### src/rtl/riscv_pkg.sv
// Shared RV32I execute-stage constants: datapath width, ALU opcodes and
// hazard-unit forwarding selects.
package riscv_pkg;

  localparam int XLEN       = 32;
  localparam int REG_ADDR_W = 5;

  localparam logic [2:0] ALU_ADD = 3'b000;
  localparam logic [2:0] ALU_SUB = 3'b001;
  localparam logic [2:0] ALU_AND = 3'b010;
  localparam logic [2:0] ALU_OR  = 3'b011;
  localparam logic [2:0] ALU_SLT = 3'b101;

  localparam logic [1:0] FWD_REG = 2'b00;
  localparam logic [1:0] FWD_WB  = 2'b01;
  localparam logic [1:0] FWD_MEM = 2'b10;

endpackage

### src/rtl/alu.sv
// Combinational RV32I ALU: ADD/SUB/AND/OR/signed SLT, unused opcodes give 0.
module alu
  import riscv_pkg::*;
#(
  parameter int W = XLEN
) (
  input  logic [W-1:0] A,
  input  logic [W-1:0] B,
  input  logic [2:0]   ALUControl,
  output logic [W-1:0] Result,
  output logic         Zero,
  output logic         Negative
);

  logic w_slt;

  // Signed compare rather than sign-of-difference, so overflow cannot flip it.
  assign w_slt = ($signed(A) < $signed(B));

  always_comb begin
    Result = '0;
    case (ALUControl)
      ALU_ADD: Result = A + B;
      ALU_SUB: Result = A - B;
      ALU_AND: Result = A & B;
      ALU_OR:  Result = A | B;
      ALU_SLT: Result = {{(W-1){1'b0}}, w_slt};
      default: Result = '0;
    endcase
  end

  assign Zero     = (Result == '0);
  assign Negative = Result[W-1];

endmodule

### src/rtl/execute_cycle.sv
// RV32I Execute stage: operand forwarding, ALU, beq resolution, branch
// target adder and the EX/MEM pipeline register feeding memory_cycle.
module execute_cycle
  import riscv_pkg::*;
#(
  parameter int XLEN       = riscv_pkg::XLEN,
  parameter int REG_ADDR_W = riscv_pkg::REG_ADDR_W
) (
  input  logic                  clk,
  input  logic                  rst,
  input  logic                  RegWriteE,
  input  logic                  MemWriteE,
  input  logic                  ResultSrcE,
  input  logic                  BranchE,
  input  logic                  ALUSrcE,
  input  logic [2:0]            ALUControlE,
  input  logic [XLEN-1:0]       RD1_E,
  input  logic [XLEN-1:0]       RD2_E,
  input  logic [XLEN-1:0]       Imm_Ext_E,
  input  logic [REG_ADDR_W-1:0] RD_E,
  input  logic [XLEN-1:0]       PCE,
  input  logic [XLEN-1:0]       PCPlus4E,
  input  logic [XLEN-1:0]       ResultW,
  input  logic [1:0]            ForwardA_E,
  input  logic [1:0]            ForwardB_E,
  output logic                  PCSrcE,
  output logic [XLEN-1:0]       PCTargetE,
  output logic                  RegWriteM,
  output logic                  MemWriteM,
  output logic                  ResultSrcM,
  output logic [REG_ADDR_W-1:0] RD_M,
  output logic [XLEN-1:0]       PCPlus4M,
  output logic [XLEN-1:0]       WriteDataM,
  output logic [XLEN-1:0]       ALU_ResultM
);

  logic [XLEN-1:0]       w_src_a;
  logic [XLEN-1:0]       w_fwd_b;
  logic [XLEN-1:0]       w_src_b;
  logic [XLEN-1:0]       w_alu_result;
  logic                  w_zero;

  logic                  r_reg_write;
  logic                  r_mem_write;
  logic                  r_result_src;
  logic [REG_ADDR_W-1:0] r_rd;
  logic [XLEN-1:0]       r_pc_plus4;
  logic [XLEN-1:0]       r_write_data;
  logic [XLEN-1:0]       r_alu_result;

  // The MEM forward source is the pre-edge EX/MEM value, so dependent
  // back-to-back ALU ops see the previous instruction's result.
  always_comb begin
    w_src_a = RD1_E;
    case (ForwardA_E)
      FWD_WB:  w_src_a = ResultW;
      FWD_MEM: w_src_a = r_alu_result;
      default: w_src_a = RD1_E;
    endcase
  end

  always_comb begin
    w_fwd_b = RD2_E;
    case (ForwardB_E)
      FWD_WB:  w_fwd_b = ResultW;
      FWD_MEM: w_fwd_b = r_alu_result;
      default: w_fwd_b = RD2_E;
    endcase
  end

  assign w_src_b = ALUSrcE ? Imm_Ext_E : w_fwd_b;

  alu #(
    .W (XLEN)
  ) u_alu (
    .A          (w_src_a),
    .B          (w_src_b),
    .ALUControl (ALUControlE),
    .Result     (w_alu_result),
    .Zero       (w_zero),
    .Negative   ()
  );

  assign PCSrcE    = BranchE & w_zero;
  assign PCTargetE = PCE + Imm_Ext_E;

  // No stall/enable: the register captures every edge; squashing is upstream.
  always_ff @(posedge clk or negedge rst) begin
    if (!rst) begin
      r_reg_write  <= 1'b0;
      r_mem_write  <= 1'b0;
      r_result_src <= 1'b0;
      r_rd         <= '0;
      r_pc_plus4   <= '0;
      r_write_data <= '0;
      r_alu_result <= '0;
    end else begin
      r_reg_write  <= RegWriteE;
      r_mem_write  <= MemWriteE;
      r_result_src <= ResultSrcE;
      r_rd         <= RD_E;
      r_pc_plus4   <= PCPlus4E;
      r_write_data <= w_fwd_b;
      r_alu_result <= w_alu_result;
    end
  end

  assign RegWriteM   = r_reg_write;
  assign MemWriteM   = r_mem_write;
  assign ResultSrcM  = r_result_src;
  assign RD_M        = r_rd;
  assign PCPlus4M    = r_pc_plus4;
  assign WriteDataM  = r_write_data;
  assign ALU_ResultM = r_alu_result;

endmodule

### config.mk
export PLATFORM = sky130hd
export DESIGN_NAME = execute_cycle
export DESIGN_NICKNAME = d
export VERILOG_FILES = /design/src/rtl/riscv_pkg.sv /design/src/rtl/alu.sv /design/src/rtl/execute_cycle.sv
export SDC_FILE = /design/constraint.sdc
export NUM_CORES = 1
export LEC_CHECK = 0
export CORE_MARGIN = 2
export CORE_UTILIZATION = 25
export CTS_CLUSTER_SIZE = 25
export DETAILED_ROUTE_END_ITERATION = 12
export GPL_TIMING_DRIVEN = 0
export MAX_ROUTING_LAYER = met4
export SETUP_SLACK_MARGIN = 0.5
export SLEW_MARGIN = 10
export SYNTH_ARGS = -nofsm -noshare
export SYNTH_HDL_FRONTEND = slang
export SYNTH_SLANG_ARGS = --single-unit
### constraint.sdc
create_clock -name clk -period 5.7 [get_ports clk]
set_clock_uncertainty 0.1 [all_clocks]
set_input_delay 0.855 -clock clk [delete_from_list [all_inputs] [get_ports clk]]
set_output_delay 0.855 -clock clk [all_outputs]
set_load 0.005 [all_outputs]
* Word-level counts from Yosys, hierarchy flattened
Index checks and enable logic that the tools add are counted.
** Cells by class
- Add/sub/neg operators :: 3
- $lt $le $gt $ge :: 1
- Eq/ne operators :: 8
- Mux-type cells :: 4
- Bitwise logic cells :: 3
- Reductions and logical operators :: 2
** Operators by type and width (count)
- one-hot mux 32 bit (5 select lines) :: 1
- one-hot mux 32 bit (2 select lines) :: 2
- adder 32 bit :: 2
- AND 32 bit :: 1
- logical NOT 32 bit :: 1
- less-than comparator 32 bit :: 1
- two-way mux 32 bit :: 1
- OR 32 bit :: 1
- subtractor 32 bit :: 1
- equality test 3 x 2 -> 1 bit (second input constant) :: 2
- equality test 2 x 1 -> 1 bit (second input constant) :: 2
- equality test 2 bit (second input constant) :: 2
- equality test 3 x 1 -> 1 bit (second input constant) :: 1
- equality test 3 bit (second input constant) :: 1
- logical NOT 3 bit :: 1
- AND 1 bit :: 1
** Storage, ports and cells
- Register bits after elaboration :: 104
- Input bits :: 211
- Output and inout bits :: 137
- Word-level logic and storage cells :: 28

* Longest topological paths before layout
- Word-level depth :: 7
- Gate-level depth with buffers :: 21
- Gate-level depth less buffers :: 21

* By module
Synthesis repeated with hierarchy kept, for this count alone.
** Second synthesis, totals
- Cells, all modules :: 1432
- Area total of the unflattened synthesis :: 11292.1 µm²
** Modules (own cells, without submodules)
- execute_cycle :: instances 1, cells each 613, area each 5919.4 µm², seq. area each 2602.5 µm²
- alu :: instances 1, cells each 819, area each 5372.7 µm², seq. area each 0.0 µm²

* Worst setup path after synthesis
No wires, ideal clock.
- Path kind :: input to output
- Start point :: input ForwardB_E[0]
- End point :: output PCSrcE
- Data arrival time :: 4.975 ns
- Setup slack :: -0.230 ns
- Stages on the path :: 21
- Buffers on the path :: 2
- Cell sequence :: inv_1 ha_1 clkbuf_1 buf_1 a21oi_1 o21ai_0 ha_1 inv_1 fa_1 nand2b_1 a21o_1 a211o_1 a21oi_1 o21ai_1 a2111oi_0 a211oi_1 mux2i_1 o21ai_0 a211o_1 nor4_1 and4bb_1
** On the way
- Word-level cells in the longest chain between the ends :: 7
- Elaborated cells between the ends (all ways) :: 12
** Ends and longest elaborated chain
- start, declared :: RTL line execute_cycle.sv:25 : input logic [1:0] ForwardB_E,
- equality test 2 bit or equality test 2 x 1 -> 1 bit (tied branches) :: RTL line execute_cycle.sv:64 : case (ForwardB_E)
- one-hot mux 32 bit (2 select lines) (*) :: RTL line execute_cycle.sv:64
- two-way mux 32 bit (*) :: RTL line execute_cycle.sv:71 : assign w_src_b = ALUSrcE ? Imm_Ext_E : w_fwd_b;
- subtractor 32 bit, or another cell as far along :: RTL line alu.sv:24 : ALU_SUB: Result = A - B;
- one-hot mux 32 bit (5 select lines) (*) :: RTL line alu.sv:22 : case (ALUControl)
- net u_alu.Result[24] :: RTL line alu.sv:10 : output logic [W-1:0] Result,
- logical NOT 32 bit (*) :: RTL line alu.sv:32 : assign Zero = (Result == '0);
- AND 1 bit (*) :: RTL line execute_cycle.sv:84 : assign PCSrcE = BranchE & w_zero;
- end, declared :: RTL line execute_cycle.sv:26 : output logic PCSrcE,
Mark *: on every way through the listed nets, which the timed path passes. The rest lies on a longest branch.

* Worst setup path in the final report
Ends and elaborated chain as after synthesis.

==> results by group <==
Outcome
  • Outcome: finished with violations
  • Failing checks: negative setup slack

Routing
  • Vias per cell: 5.30
  • Per-cell routed wire length: 22.9 µm
  • DRT iter0 DRCs: 985
  • Antenna-violating nets left: 0
  • DR vias: 12400
  • Initial DRT Pass Iterations: 5
  • DRC errors left: 0
  • WL final: 53.5 mm

STA
  • Fin. max-slew vios: 0
  • Worst rel slew slack: 40.9%
  • RSZ-0062 raised after global routing: yes
  • Setup WS post-layout: -0.534 ns
  • WHS: 0.261 ns
  • Max Clk Rate: 160 MHz
  • Final Hold Viols: 0
  • Period utilization: 109%
  • Setup violators final: 1
  • Minimum clock period: 6.23 ns
  • Slew @ Worst Pin: 0.886 ns

Die
  • Core area: 0.0419 mm²
  • Starting Density: 25.3%
  • Std cell rows: 75
  • Die Wd: 210 µm
  • Die footprint: 0.0441 mm²
  • IO Pins: 348
  • Die Y: 210 µm

Synthesis
  • Synth unique cells: 76
  • Post-Syn Nets: 1723
  • EDFF count, synth: 0
  • Mapped Cells: 1378
  • Sequential fraction of the synthesis area: 24.5%
  • Synthesized flop and latch total: 104
  • Primary FF master, synth: dfrtp_1
  • Syn. warnings: 0
  • Share of the synthesized area in the top cell type: 24.5%
  • Area leader, netlist: dfrtp_1
  • Async SR Flop Fraction: 100%
  • Syn avg cell area: 7.71 µm²
  • Synthesized area: 0.0106 mm²
  • Top post-synthesis cells by area: dfrtp_1 25%, ha_1 15%, a21oi_1 6.2%

Power and ir drop
  • Max rail drop VDD: 0.000177 V
  • Power per Cell Area: 215 mW/mm²
  • Logic gate share of total power: 58.5%
  • Leakage: 0.00728 µW
  • Internal Power: 2120 µW
  • Sw Share: 41.9%
  • Reported net switching power: 1530 µW
  • Flop pwr share: 23.9%
  • Clock share of power: 17.5%

Clock network
  • CTS clock-pin slew for the worst setup and hold paths: 0.08 ns
  • Num CTS Buffers: 9
  • CTS Hold Buffers Added: 0
  • CTS tree: done
  • CTS Sinks: 104
  • Htree depth: 3
  • Root Buffer: clkbuf_16
  • CTS max path bufs: 2
  • Clk Latency, worst-skew pair: 0.39 ns

GRT
  • Global route overflow: 0
  • Initial antenna violation count: 4
  • Vias in the first global route: 12200
  • First-pass GRT wire length: 77.8 mm
  • Tot GR Track Use: 24.0%
  • Global Route met1 Usage: 28.4%
  • Met2 Use GR: 40.8%
  • Pin count of the biggest net entering global routing: 73
  • Top Usage Layer GRT: met2
  • Met3 Resource Use GR: 3.77%

Placement
  • Placed cell area: 0.0149 mm²
  • Detail Placement HPWL: 43.1 mm
  • RePlAce Congestion: 0.958
  • PortBufs: 344

Flow run
  • Max-cap violations: 0

Setup path
  • Worst setup path class: input pin to primary output
  • Crit path max fanout: 10
  • CP arrival: 5.28 ns
  • Startpoint types: input pin
  • CP Capture Type: primary output
  • CP required: 4.74 ns
  • Worst-case reg-to-reg path depth: 19

Worst hold path
  • Worst hold path class: input pin to async pin

Finish
  • Finished Cell Area: 0.0170 mm²
  • Fin nets: 2134
  • Layout cells sized above 1: 18.2%
  • Filler cells: 4213
  • Syn-to-layout area delta: 59.9%
-- per-stage QoR --
| step | TNS, ns | instances | utilization [%] | power [µW] | setup slack [ns] |
|---|---|---|---|---|---|
| floorplan | 0 | 1378 | - | 1850 | 0.186 |
| global placement | -74.34 | 2261 | 35.5 | 2660 | -2.46 |
| detailed placement | -8.42 | 2262 | 35.6 | 2670 | -2.44 |
| CTS | -0.455 | 2313 | 39.1 | 3510 | -0.455 |
| global route | -0.661 | 2337 | 40.5 | 3850 | -0.661 |
| finish | -0.534 | 2337 | 40.5 | 3650 | -0.534 |
-- worst max-delay path, cell delays in order --
cell,delay [ns]
buf_8,0.11
inv_4,0.05
ha_4,0.21
clkbuf_8,0.21
a22oi_2,0.09
nor2_2,0.13
a21oi_2,0.06
o21ai_2,0.25
ha_1,0.29
buf_6,0.15
or3b_4,0.24
o2111ai_4,0.13
a31oi_4,0.22
buf_4,0.14
o22ai_1,0.07
a41o_1,0.25
xnor2_1,0.14
o22ai_1,0.15
nand4b_1,0.38
nor4_2,0.36
nand4bb_1,0.17
nor4_2,0.26
and4bb_1,0.21
buf_2,0.12
-- final timing paths --
path	from	endpoint	slack (ns)
worst max-delay path	ForwardB_E[0]	PCSrcE	-0.53
worst min-delay path	rst	WriteDataM[28]	0.26
max in group asynchronous	rst	ALU_ResultM[4]	4.51
min in group clk	ALU_ResultM[29]	WriteDataM[29]	0.58
worst min register to register	ALU_ResultM[29]	WriteDataM[29]	0.58
worst max register to register	ALU_ResultM[0]	ALU_ResultM[26]	1.60
-- what timing repair did --
item	4_1_cts	5_1_grt
gates resized for setup	283	112
hold endpoints to repair	0	0
setup buffers	35	18
setup endpoints to repair	29	5
pin swaps	57	58
cloned	0	2
-- logic make-up (layout without fill, tap and decap cells) --
group | after synthesis | in the layout | synth area share, %
compound gates | 498 | 498 | 30.4
xor+xnor | 55 | 55 | 4.54
fa+ha+maj | 134 | 134 | 16.0
buf+inv | 218 | 634 | 8.11
flops | 104 | 104 | 24.5
mux | 6 | 6 | 0.683
other cells | 0 | 4 | 0
simple gates | 363 | 363 | 15.7
-- layer usage --
metal,up-vias,wire length [µm]
met1,6003,22000
met5,-,0
met2,563,26000
met3,113,3490
met4,0,2000
li1,5714,-
-- area by class of cell --
class                   instances  area (µm²)  share of cell area [%]
flip-flops and latches        104        2600                    15.3
well taps                     539         674                    3.97
diodes                          4        10.0                  0.0590
inverters                     144         562                    3.31
clock buffers                  10         239                    1.41
plain buffers                  74         636                    3.74
repair buffers                400        3920                    23.1
multi-input cells            1056        8290                    48.8
clock inverters                 6        45.0                   0.265
-- power by group through the flow --
stage	clock network, µW	logic, µW	registers [µW]
detailed placement	0	1780	885
global placement	0	1770	885
floorplan	0	973	874
finish	639	2140	874
CTS	650	1990	872
global route	681	2290	880
-- Yosys cell counts (all sizes together) (4+ instances only) --
cell type / number
o21bai: 13
a311o: 5
o31ai: 9
xnor2: 44
dfrtp: 104
clkbuf: 50
nor4: 12
o21ai: 115
a2111oi: 5
inv: 143
mux2i: 5
ha: 131
nor2: 101
xor2: 11
o211a: 4
a31o: 6
and3: 10
o2111ai: 6
or2: 4
or3: 7
o211ai: 18
a41o: 4
a211oi: 16
nand2b: 14
o22ai: 13
and2: 5
nand4: 8
nand2: 136
a22oi: 66
nor3: 25
o21a: 12
nand3: 16
a21oi: 133
buf: 24
a31oi: 10
nor2b: 15
a211o: 6
a21o: 31
-- cells in the final DEF (no fill, tap or decap), drive strengths merged, types with 11 or more instances in the layout --
| cell | n |
|---|---|
| xor2 | 11 |
| a21oi | 133 |
| a211oi | 16 |
| xnor2 | 44 |
| dlygate4sd2 | 14 |
| o22ai | 13 |
| nor2b | 15 |
| nand2b | 14 |
| inv | 143 |
| o21a | 12 |
| buf | 88 |
| o21ai | 115 |
| nor3 | 25 |
| o21bai | 13 |
| nand3 | 16 |
| ha | 131 |
| nand2 | 136 |
| a22oi | 66 |
| clkbuf | 61 |
| nor4 | 12 |
| dfrtp | 104 |
| nor2 | 101 |
| o211ai | 18 |
| clkdlybuf4s50 | 315 |
| a21o | 31 |
-- sequential cells by signal, indices dropped and copies added, names as in the netlist --
signal and flops:
WriteDataM 32, PCPlus4M 32, ALU_ResultM 32, RD_M 5, RegWriteM 1, ResultSrcM 1, MemWriteM 1
No activity file was read; power rests on OpenSTA's default activity.
